--- src/rtl/regfile_wr_arbiter.sv ---
// Two-requester arbiter for the single register-file write port.
// Requester 1 gets temporary priority after STARVE_LIMIT lost cycles.
//
// state | meaning
// PRIO0 | requester 0 has priority, wait counter tracks requester 1 losses
// PRIO1 | requester 1 has priority until its next grant
module regfile_wr_arbiter #(
  parameter int DATA_WIDTH   = 32,
  parameter int ADR_WIDTH    = 5,
  parameter int STARVE_LIMIT = 3
) (
  input  logic                  clk_i,
  input  logic                  rst_ni,
  input  logic                  req0_valid_i,
  input  logic [ADR_WIDTH-1:0]  req0_addr_i,
  input  logic [DATA_WIDTH-1:0] req0_data_i,
  output logic                  req0_ready_o,
  input  logic                  req1_valid_i,
  input  logic [ADR_WIDTH-1:0]  req1_addr_i,
  input  logic [DATA_WIDTH-1:0] req1_data_i,
  output logic                  req1_ready_o,
  output logic                  we3_o,
  output logic [ADR_WIDTH-1:0]  a3_o,
  output logic [DATA_WIDTH-1:0] wd3_o,
  output logic                  starve_o
);

  // A limit of 0 still needs a 1-bit counter to stay legal.
  localparam int CNT_W = (STARVE_LIMIT < 1) ? 1 : $clog2(STARVE_LIMIT + 1);
  localparam logic [CNT_W-1:0] CNT_MAX = CNT_W'(STARVE_LIMIT);

  typedef enum logic {PRIO0, PRIO1} state_e;

  state_e           state_q, state_d;
  logic [CNT_W-1:0] cnt_q, cnt_d;
  logic             grant0, grant1;

  always_comb begin
    grant0  = 1'b0;
    grant1  = 1'b0;
    state_d = state_q;
    cnt_d   = cnt_q;
    if (rst_ni) begin
      if (state_q == PRIO0) begin
        grant0 = req0_valid_i;
        grant1 = req1_valid_i & ~req0_valid_i;
      end else begin
        grant1 = req1_valid_i;
        grant0 = req0_valid_i & ~req1_valid_i;
      end
    end
    if (grant1) begin
      cnt_d   = '0;
      state_d = PRIO0;
    end else if (state_q == PRIO0 && req1_valid_i) begin
      // promotion fires on the loss that brings the count to the limit
      if (cnt_q != CNT_MAX) cnt_d = cnt_q + CNT_W'(1);
      if (cnt_d == CNT_MAX) state_d = PRIO1;
    end
  end

  assign req0_ready_o = grant0;
  assign req1_ready_o = grant1;
  assign starve_o     = (state_q == PRIO1);

  always_ff @(posedge clk_i or negedge rst_ni) begin
    if (!rst_ni) begin
      state_q <= PRIO0;
      cnt_q   <= '0;
      we3_o   <= 1'b0;
      a3_o    <= '0;
      wd3_o   <= '0;
    end else begin
      state_q <= state_d;
      cnt_q   <= cnt_d;
      we3_o   <= 1'b0;
      // register 0 is hard-wired, so its writes are accepted but dropped
      if (grant0) begin
        we3_o <= |req0_addr_i;
        a3_o  <= req0_addr_i;
        wd3_o <= req0_data_i;
      end else if (grant1) begin
        we3_o <= |req1_addr_i;
        a3_o  <= req1_addr_i;
        wd3_o <= req1_data_i;
      end
    end
  end

endmodule

--- config.mk ---
export PLATFORM = sky130hd
export DESIGN_NAME = regfile_wr_arbiter
export DESIGN_NICKNAME = d
export VERILOG_FILES = /design/src/rtl/regfile_wr_arbiter.sv
export SDC_FILE = /design/constraint.sdc
export NUM_CORES = 1
export LEC_CHECK = 0
export BUFFER_PORTS_ARGS = -buffer_cell sky130_fd_sc_hd__buf_2
export CORE_MARGIN = 4
export CORE_UTILIZATION = 48
export CTS_CLUSTER_SIZE = 14
export DETAILED_ROUTE_END_ITERATION = 7
export GPL_TIMING_DRIVEN = 0
export PLACE_DENSITY = 0.86
export SYNTH_ARGS = -nofsm -noshare
export SYNTH_HDL_FRONTEND = slang
export SYNTH_SLANG_ARGS = --single-unit
--- constraint.sdc ---
create_clock -name clk_i -period 2.9 [get_ports clk_i]
set_input_delay 0.58 -clock clk_i [delete_from_list [all_inputs] [get_ports clk_i]]
set_output_delay 0.58 -clock clk_i [all_outputs]
set_load 0.01 [all_outputs]
* Word-level counts from Yosys, hierarchy flattened *
Cells that the tools add are included.

word-level totals
  output and inout bits = 41
  input bits = 78
  word-level logic and storage cells = 38
  flip-flop bits (word level) = 41

operators by class
  equality and inequality tests = 2
  muxes and demuxes = 18
  add/subtract/negate cells = 1
  bitwise gates (word level) = 5
  reductions and logical operators = 7

operator list
  operator                                      count
  two-way mux 32 bit                            2
  two-way mux 2 bit                             5
  two-way mux 5 bit                             2
  OR reduction 5 bit                            2
  two-way mux 1 bit                             9
  nonzero test 2 bit                            3
  inverter 1 bit                                3
  adder 2 x 1 -> 2 bit (second input constant)  1
  AND 1 bit                                     2
  == test 2 bit (second input constant)         1
  != test 2 bit (second input constant)         1
  AND reduction 2 bit                           1
  logical AND 1 bit                             1

* Logic depth before layout (Yosys ltp) *
Gate-level depths: netlist (run 1).

  word-level depth = 9
  mapped depth = 6
  gate-level depth less buffers = 3

* Worst setup path after synthesis (run 1) *
OpenSTA, ideal clock, no wires.

  path type = input-to-output
  from = input port req1_valid_i
  to = output port req0_ready_o
  data required time = 2.320 ns
  buffers on the path = 2
  stages = 4
  data arrival time = 1.132 ns
  setup slack = 1.188 ns
  cell sequence = and2_4 buf_6 buf_6 nor2_1

between the ends
  word-level cells in the longest chain between the ends = 4

RTL lines
  what                line  text
  start: declaration  18    input logic req1_valid_i,
  inverter 1 bit      49    grant0 = req0_valid_i & ~req1_valid_i;
  AND 1 bit           49
  two-way mux 1 bit   44    if (state_q == PRIO0) begin
  two-way mux 1 bit   43    if (rst_ni) begin
  end: declaration    17    output logic req0_ready_o,

Every way passes these cells.

* Final worst setup path (run 1) *
  from = input port rst_ni
  to = output port req0_ready_o

between the ends
  word-level cells in the longest chain between the ends = 1

RTL lines
  what                line  text
  start: declaration  13    input logic rst_ni,
  two-way mux 1 bit   43

Every way passes these cells.

==> results.yml, run 1 <==
power:
  power.leakage_uw: 0.00131
  switching_share: 0.335
  power_frac_seq: 0.449
  power_uw: 1640
  power_density_nw_per_um2: 574
  power.share.clock: 0.219
  p_comb_frac: 0.332
  power_switching_uw: 548
  internal_power_uw: 1090
  peakVddDrop_mv: 0.378
clocking:
  clk_latency_ns: 0.29
  htree_num_levels: 2
  postCtsHoldBufs: 0
  post_cts_buffers: 0
  clock_sinks: 41
  cts_buffer_depth: 2
  post_cts_resized: 1
  cts_tree: "built"
  numCtsBuffers: 5
  cts_root_buf: "clkbuf_8"
  path_clk_slew_ns: 0.07
final_layout:
  area_growth_pct: 34.8
  final-seq-area_sq_um: 1030
  multi_input_area_sq_um: 946
  final_util: 0.688
  diodes: 0
  fillers: 371
  fin_cells: 405
  final_layout_size_suffix_gt1_frac: 0.369
  nets: 432
grt:
  antenna_found_initial: 0
  groute.usage.overall: 0.215
  grt_first_pass_wirelength_mm: 9.21
  grt_pass1_vias: 2088
  grt_max_degree: 45
  grt_overflow: 0
setup_path:
  path_buf_inv: 3
  r2r_start: "starve_o"
  slowest_delay_ns: 0.44
  reg2reg_depth: 6
  critPathMaxFanout: 44
  cp.arrival_ns: 1.98
  timing_worst_setup_path_type: "primary input to output port"
  rr_endpoint: "a3_o[4]"
  cp_cell_sequence: "buf_4 > nand2_1 > clkbuf_1 > nor2_1 > buf_2"
  end_kind: "output port"
  crit_slowest_cell: "buf_4"
  required_ns: 2.32
  reg2reg_setup_slack_ns: 1.38
  crit_path_start: "rst_ni"
  worst_setup_path_start_kind: "primary input"
  cp_top_family: "buffers and inverters"
floorplan:
  pin_count: 119
  rows: 23
  chipHeight_um: 74.4
  core_area_sq_um: 4140
  die_w_um: 74.4
  die_area_sq_um: 5540
  start_util: 0.511
sta:
  clock_skew_ns: 0.000965
  worst_slew_pin_slew_ns: 0.682
  hold_viol_final: 0
  finalCritPeriodShare: 0.881
  period_needed_ns: 2.56
  rsz0062_at_grt: "no"
  finalSetupViolations: 0
  max_slew_margin: 0.545
  max_freq_mhz: 391
  fin_hold_ws_ns: 0.272
  slew_viol_final: 0
routing:
  drt-total-wl_mm: 6.06
  first_pass_iters: 4
  post-route-drc-count: 0
  vias: 2219
  viasPerCell: 5.48
  routedWlPerCell_um: 15.0
  ant_nets: 0
  drt_iter0_drc: 77
yosys:
  ys.flop_type: "dfrtp_1"
  yosys-top-cells-area: "dfrtp_1, or3b_1, a31oi_1"
  yosysTopAreaCellShare: 0.485
  synth_fp_nets: 307
  seq_area_frac_synth: 0.485
  avgSynthCellArea_sq_um: 9.24
  synthCells: 229
  async_flop_share: 1.00
  synth-edff-count: 0
  ys_seq_elements: 41
  ys_types: 20
  synthMostInstantiatedCell: "dfrtp_1"
  syn_area_sq_um: 2120
  synth_top_area_cell: "dfrtp_1"
  yosysWarnings: 0
  synth_common_cells: "dfrtp_1, nor2_1, a31oi_1, o21ai_0, or3b_1"
placement:
  dp_cells: 397
  portBuffers: 118
  gp_congestion: 0.897
  dpl.hpwl_mm: 4.62
flow_run:
  maxCapViolCount: 0
hold_path:
  hold_class: "primary input to asynchronous set/reset pin"
outcome:
  outcome: "finished, final reports clean"
[power by group through the flow]
stage          sequential (uW)  combinational (uW)  clock (uW)
2_1_floorplan              783                 276           0
3_3_place_gp               739                 533           0
3_5_place_dp               745                 547           0
4_1_cts                    735                 548         361
5_1_grt                    749                 603         386
6_report                   736                 543         359
[state kept, by name (all words and copies together) (netlist names)]
register	count
wd3_o	32
a3_o	5
cnt_q	2
we3_o	1
starve_o	1
[stage by stage]
| step | setup slack [ns] | cell area, sq um | TNS, ns |
|---|---|---|---|
| global route | 0.144 | 2850 | 0 |
| CTS | 0.281 | 2850 | 0 |
| finish | 0.345 | 2850 | 0 |
| global placement | -0.0748 | 2770 | -0.0748 |
| floorplan | 1.19 | 2120 | 0 |
| detailed placement | -0.111 | 2770 | -0.111 |
[layout make-up]
| class | instances | area share |
|---|---|---|
| multi-input combinational | 160 | 0.332 |
| sequential | 41 | 0.360 |
| tap | 50 | 0.0219 |
| buffer | 23 | 0.0443 |
| timing repair buffer | 118 | 0.208 |
| inverter | 5 | 0.00658 |
| clock buffer | 8 | 0.0281 |
[worst max path at each step]
stage | to | slack [ns] | cells past startpoint
after floorplan | req0_ready_o | 1.19 | 4
after CTS | req0_ready_o | 0.28 | 5
after global routing | req0_ready_o | 0.14 | 5
final | req0_ready_o | 0.34 | 5
after detailed placement | req0_ready_o | -0.11 | 5
after global placement | req0_ready_o | -0.07 | 5
[metal layers]
layer / track usage / vias up / part of all wire
li1: - / 1085 / -
met3: 0.0486 / 12 / 0.072
met5: 0 / - / 0
met1: 0.275 / 1034 / 0.40
met4: 0.0692 / 0 / 0.019
met2: 0.361 / 88 / 0.51
[cell usage in the layout, fill, tap and decap left out, types with 4 or more instances in the layout]
| master | Yosys | layout |
|---|---|---|
| buf_2 | 2 | 119 |
| dfrtp_1 | 41 | 41 |
| nor2_1 | 38 | 38 |
| or3b_1 | 33 | 33 |
| o21ai_0 | 33 | 33 |
| a31oi_1 | 33 | 33 |
| clkbuf_1 | 16 | 19 |
| a21oi_1 | 7 | 7 |
| buf_6 | 5 | 5 |
| inv_1 | 5 | 5 |
| clkbuf_8 | 0 | 5 |
| nand2_1 | 4 | 4 |
| o32ai_1 | 4 | 4 |
[cells by family after synthesis]
kind of cell           count (synthesis)  synth area share
AO/OA/AOI/OAI                         80             0.220
buffers and inverters                 28            0.0686
AND/OR/NAND/NOR                       80             0.227
flip-flops                            41             0.485
No activity file was read; power rests on OpenSTA's default activity.
==> inputs of run 2 (changes only) <==
BUFFER_PORTS_ARGS = -buffer_cell sky130_fd_sc_hd__buf_4   (was -buffer_cell sky130_fd_sc_hd__buf_2)
==> results.yml, run 2 (synthesis gave the netlist of run 1 again) <==
sta:
  finalSetupViolations: 0
  rsz0062_at_grt: "no"
  finalCritPeriodShare: 0.891
  slew_viol_final: 0
  hold_viol_final: 0
  max_freq_mhz: 387
  clock_skew_ns: 0.00545
  worst_slew_pin_slew_ns: 0.697
  max_slew_margin: 0.536
  fin_setup_tns_ns: 0
  period_needed_ns: 2.59
clocking:
  path_clk_slew_ns: 0.07
  post_cts_resized: 0
  numCtsBuffers: 5
  post_cts_buffers: 0
  clk_latency_ns: 0.29
  cts_tree: "built"
  htree_num_levels: 2
  cts_buffer_depth: 2
  postCtsHoldBufs: 0
  cts_root_buf: "clkbuf_8"
  clock_sinks: 41
outcome:
  outcome: "finished, final reports clean"
final_layout:
  final_layout_size_suffix_gt1_frac: 0.373
  final_common_cell: "buf_4"
  stdcell_area_sq_um: 3150
  largest_register_ff_count: 32
  area_growth_pct: 48.9
  layout_common_cells: "buf_4, dfrtp_1, nor2_1"
  nets: 432
  diodes: 0
  top_register: "wd3_o"
  reg_top3: "wd3_o (32), a3_o (5), cnt_q (2)"
floorplan:
  core_area_sq_um: 4140
  rows: 23
  pin_count: 119
  chipHeight_um: 74.4
  die_w_um: 74.4
  die_area_sq_um: 5540
  start_util: 0.511
grt:
  grt_pass1_vias: 2241
  groute.usage.overall: 0.231
  grt_max_degree: 45
  grt_first_pass_wirelength_mm: 9.93
  antenna_found_initial: 0
  grt_overflow: 0
routing:
  vias: 2191
  routedWlPerCell_um: 15.7
  post-route-drc-count: 0
  viasPerCell: 5.42
  drt-total-wl_mm: 6.33
  ant_nets: 0
  first_pass_iters: 4
  drt_iter0_drc: 99
setup_path:
  worst_setup_path_start_kind: "primary input"
  required_ns: 2.32
  end_kind: "output port"
  timing_worst_setup_path_type: "primary input to output port"
  cp.arrival_ns: 2.01
  critPathMaxFanout: 44
flow_run:
  maxCapViolCount: 0
power:
  power.leakage_uw: 0.00143
  power_density_nw_per_um2: 550
  peakVddDrop_mv: 0.377
placement:
  portBuffers: 118
  dpl.hpwl_mm: 4.94
  gp_congestion: 0.862
  dpl_cell_area_sq_um: 3070
hold_path:
  hold_class: "primary input to asynchronous set/reset pin"
[run 2: cell types whose count changed in the layout (fill, tap and decap cells not counted), sizes merged]
cell,change
clkbuf,-1
[run 2: final cells by class]
cell class                      instances  area (sq um)
Multi-Input combinational cell        160           946
Buffer                                 23           126
Fill cell                             326           992
Inverter                                5          18.8
Timing Repair Buffer                  118           886
Clock buffer                            7          86.3
Sequential cell                        41          1030
Tap cell                               50          62.6
[run 2: final timing paths]
kind | slack, ns | to | depth (start not counted) | start
max reg2reg | 1.33 | a3_o[4] | 6 | starve_o
min | 0.28 | wd3_o[30] | 1 | rst_ni
max in group asynchronous | 2.26 | wd3_o[3] | 1 | rst_ni
min in group clk_i | 0.53 | a3_o[2] | 3 | req1_addr_i[2]
min reg2reg | 0.55 | cnt_q[1] | 2 | cnt_q[1]
max | 0.31 | req0_ready_o | 5 | rst_ni
[run 2: power breakdown]
group / total (uW) / switching [uW] / leakage, uW / internal (uW)
sequential: 739 / 64.8 / 0.000460 / 674
clock: 370 / 181 / 0.0000443 / 189
combinational: 624 / 303 / 0.000921 / 321
[run 2: critical path: stages]
cell	delay, ns
buf_4	0.44
nand2_1	0.30
clkbuf_1	0.29
nor2_1	0.23
buf_4	0.16
[run 2: metrics by stage]
stage / setup WS (ns) / instances / util / total power, uW / hold WS (ns)
2_1_floorplan: 1.19 / 229 / - / 1060 / 0.284
3_3_place_gp: 0.282 / 397 / 0.740 / 1350 / 0.512
3_5_place_dp: 0.289 / 397 / 0.740 / 1380 / 0.535
4_1_cts: 0.286 / 404 / 0.761 / 1750 / 0.288
5_1_grt: 0.145 / 404 / 0.761 / 1840 / 0.310
6_report: 0.315 / 404 / 0.761 / 1730 / 0.277
[run 2: layer usage]
| metal | vias to the layer above | part of all wire | global-route usage |
|---|---|---|---|
| li1 | 1079 | - | - |
| met1 | 1011 | 0.38 | 0.273 |
| met2 | 90 | 0.53 | 0.411 |
| met3 | 11 | 0.077 | 0.0432 |
| met4 | 0 | 0.021 | 0.0909 |
| met5 | - | 0 | 0 |
==> inputs of run 3 (changes only) <==
GPL_TIMING_DRIVEN = not set   (was 0)
==> results.yml, run 3 (synthesis gave the netlist of run 1 again) <==
hold_path:
  hold_class: "primary input to asynchronous set/reset pin"
power:
  power.share.clock: 0.217
  power_density_nw_per_um2: 540
  power_switching_uw: 529
  switching_share: 0.319
  power.leakage_uw: 0.00139
  power_uw: 1660
  p_comb_frac: 0.338
  internal_power_uw: 1130
  peakVddDrop_mv: 0.469
  power_frac_seq: 0.446
setup_path:
  cp.arrival_ns: 1.52
  worst_setup_path_start_kind: "flop"
  required_ns: 2.32
  reg2reg_setup_slack_ns: 1.43
  slowest_delay_ns: 0.51
  critPathMaxFanout: 71
  cp_cell_sequence: "and2_4 > nor2_1 > buf_4"
  timing_worst_setup_path_type: "flop to output port"
  crit_slowest_cell: "and2_4"
  end_kind: "output port"
floorplan:
  core_area_sq_um: 4140
  chipHeight_um: 74.4
  rows: 23
  start_util: 0.511
  die_w_um: 74.4
  pin_count: 119
  die_area_sq_um: 5540
routing:
  post-route-drc-count: 0
  routedWlPerCell_um: 14.7
  viasPerCell: 5.19
  ant_nets: 0
  first_pass_iters: 4
  vias: 2005
  drt_iter0_drc: 118
  drt-total-wl_mm: 5.69
final_layout:
  fin_cells: 386
  area_growth_pct: 44.8
  largest_register_ff_count: 32
  top_register: "wd3_o"
  fillers: 337
  final-seq-area_sq_um: 1030
  final_common_cell: "buf_4"
  nets: 413
  reg_top3: "wd3_o (32), a3_o (5), cnt_q (2)"
  multi_input_area_sq_um: 950
  layout_common_cells: "buf_4, dfrtp_1, nor2_1"
  final_layout_size_suffix_gt1_frac: 0.387
  diodes: 0
placement:
  dp_cells: 378
  dpl.hpwl_mm: 4.20
  gp_congestion: 0.832
  portBuffers: 118
  dp_slack_ns: 0.834
sta:
  worst_slew_pin_slew_ns: 0.606
  fin_hold_ws_ns: 0.0966
  finalCritPeriodShare: 0.724
  max_freq_mhz: 476
  slew_viol_final: 0
  period_needed_ns: 2.10
  final.setup.worst_slack_ns: 0.801
  fin_setup_tns_ns: 0
  rsz0062_at_grt: "no"
  max_slew_margin: 0.596
  finalSetupViolations: 0
  clock_skew_ns: 0.00563
  hold_viol_final: 0
clocking:
  clock_sinks: 41
  clk_latency_ns: 0.29
  post_cts_resized: 0
  cts_tree: "built"
  post_cts_buffers: 0
  numCtsBuffers: 5
  cts_root_buf: "clkbuf_8"
  htree_num_levels: 2
  path_clk_slew_ns: 0.07
  cts_buffer_depth: 2
  postCtsHoldBufs: 0
grt:
  groute.usage.overall: 0.204
  grt_first_pass_wirelength_mm: 8.69
  grt_max_degree: 72
  grt_pass1_vias: 1913
  grt_overflow: 0
  antenna_found_initial: 0
outcome:
  outcome: "finished, final reports clean"
flow_run:
  maxCapViolCount: 0
[run 3: cell count changes in the layout (fill, tap and decap cells not counted), moves of 2 or more]
cell / before / now
clkbuf_1: 17 / 3
buf_6: 5 / 0
buf_4: 118 / 121
buf_2: 2 / 0
[run 3: layer usage]
| layer | global-route usage | vias to the layer above | part of all wire |
|---|---|---|---|
| met2 | 0.350 | 71 | 0.51 |
| met5 | 0 | - | 0 |
| met1 | 0.255 | 876 | 0.39 |
| met3 | 0.0297 | 11 | 0.077 |
| li1 | - | 1047 | - |
| met4 | 0.0870 | 0 | 0.022 |
[run 3: per-stage QoR]
step | utilization | area [sq um]
final | 0.740 | 3070
after global routing | 0.740 | 3070
after CTS | 0.740 | 3070
after detailed placement | 0.720 | 2990
after global placement | 0.720 | 2990
after floorplan | - | 2120
[run 3: critical path: cells and delay by family, from the launching register on]
family,cells,cell delay [ns]
AND/OR/NAND/NOR,2,0.63
flip-flops,1,0.41
buffers and inverters,1,0.17
[run 3: layout make-up]
type,instances,area share
clock buffer,8,0.0261
inverter,5,0.00612
multi-input combinational,160,0.310
sequential,41,0.335
tap,50,0.0204
timing repair buffer,122,0.303
[run 3: path summary, 6_finish.rpt]
kind / start / end / cells after the start
worst max-delay path: starve_o / req0_ready_o / 3
worst min-delay path: rst_ni / a3_o[3] / 1
worst max register to register: starve_o / wd3_o[19] / 3
worst min register to register: wd3_o[16] / wd3_o[16] / 2
max in group asynchronous: rst_ni / wd3_o[19] / 2
min in group clk_i: req1_addr_i[2] / a3_o[2] / 3
[run 3: power groups by stage]
stage	Clock (uW)	Combinational (uW)	Sequential, uW
4_1_cts	365	564	739
6_report	359	559	738
2_1_floorplan	0	276	783
5_1_grt	390	623	753
3_3_place_gp	0	549	742
3_5_place_dp	0	565	748
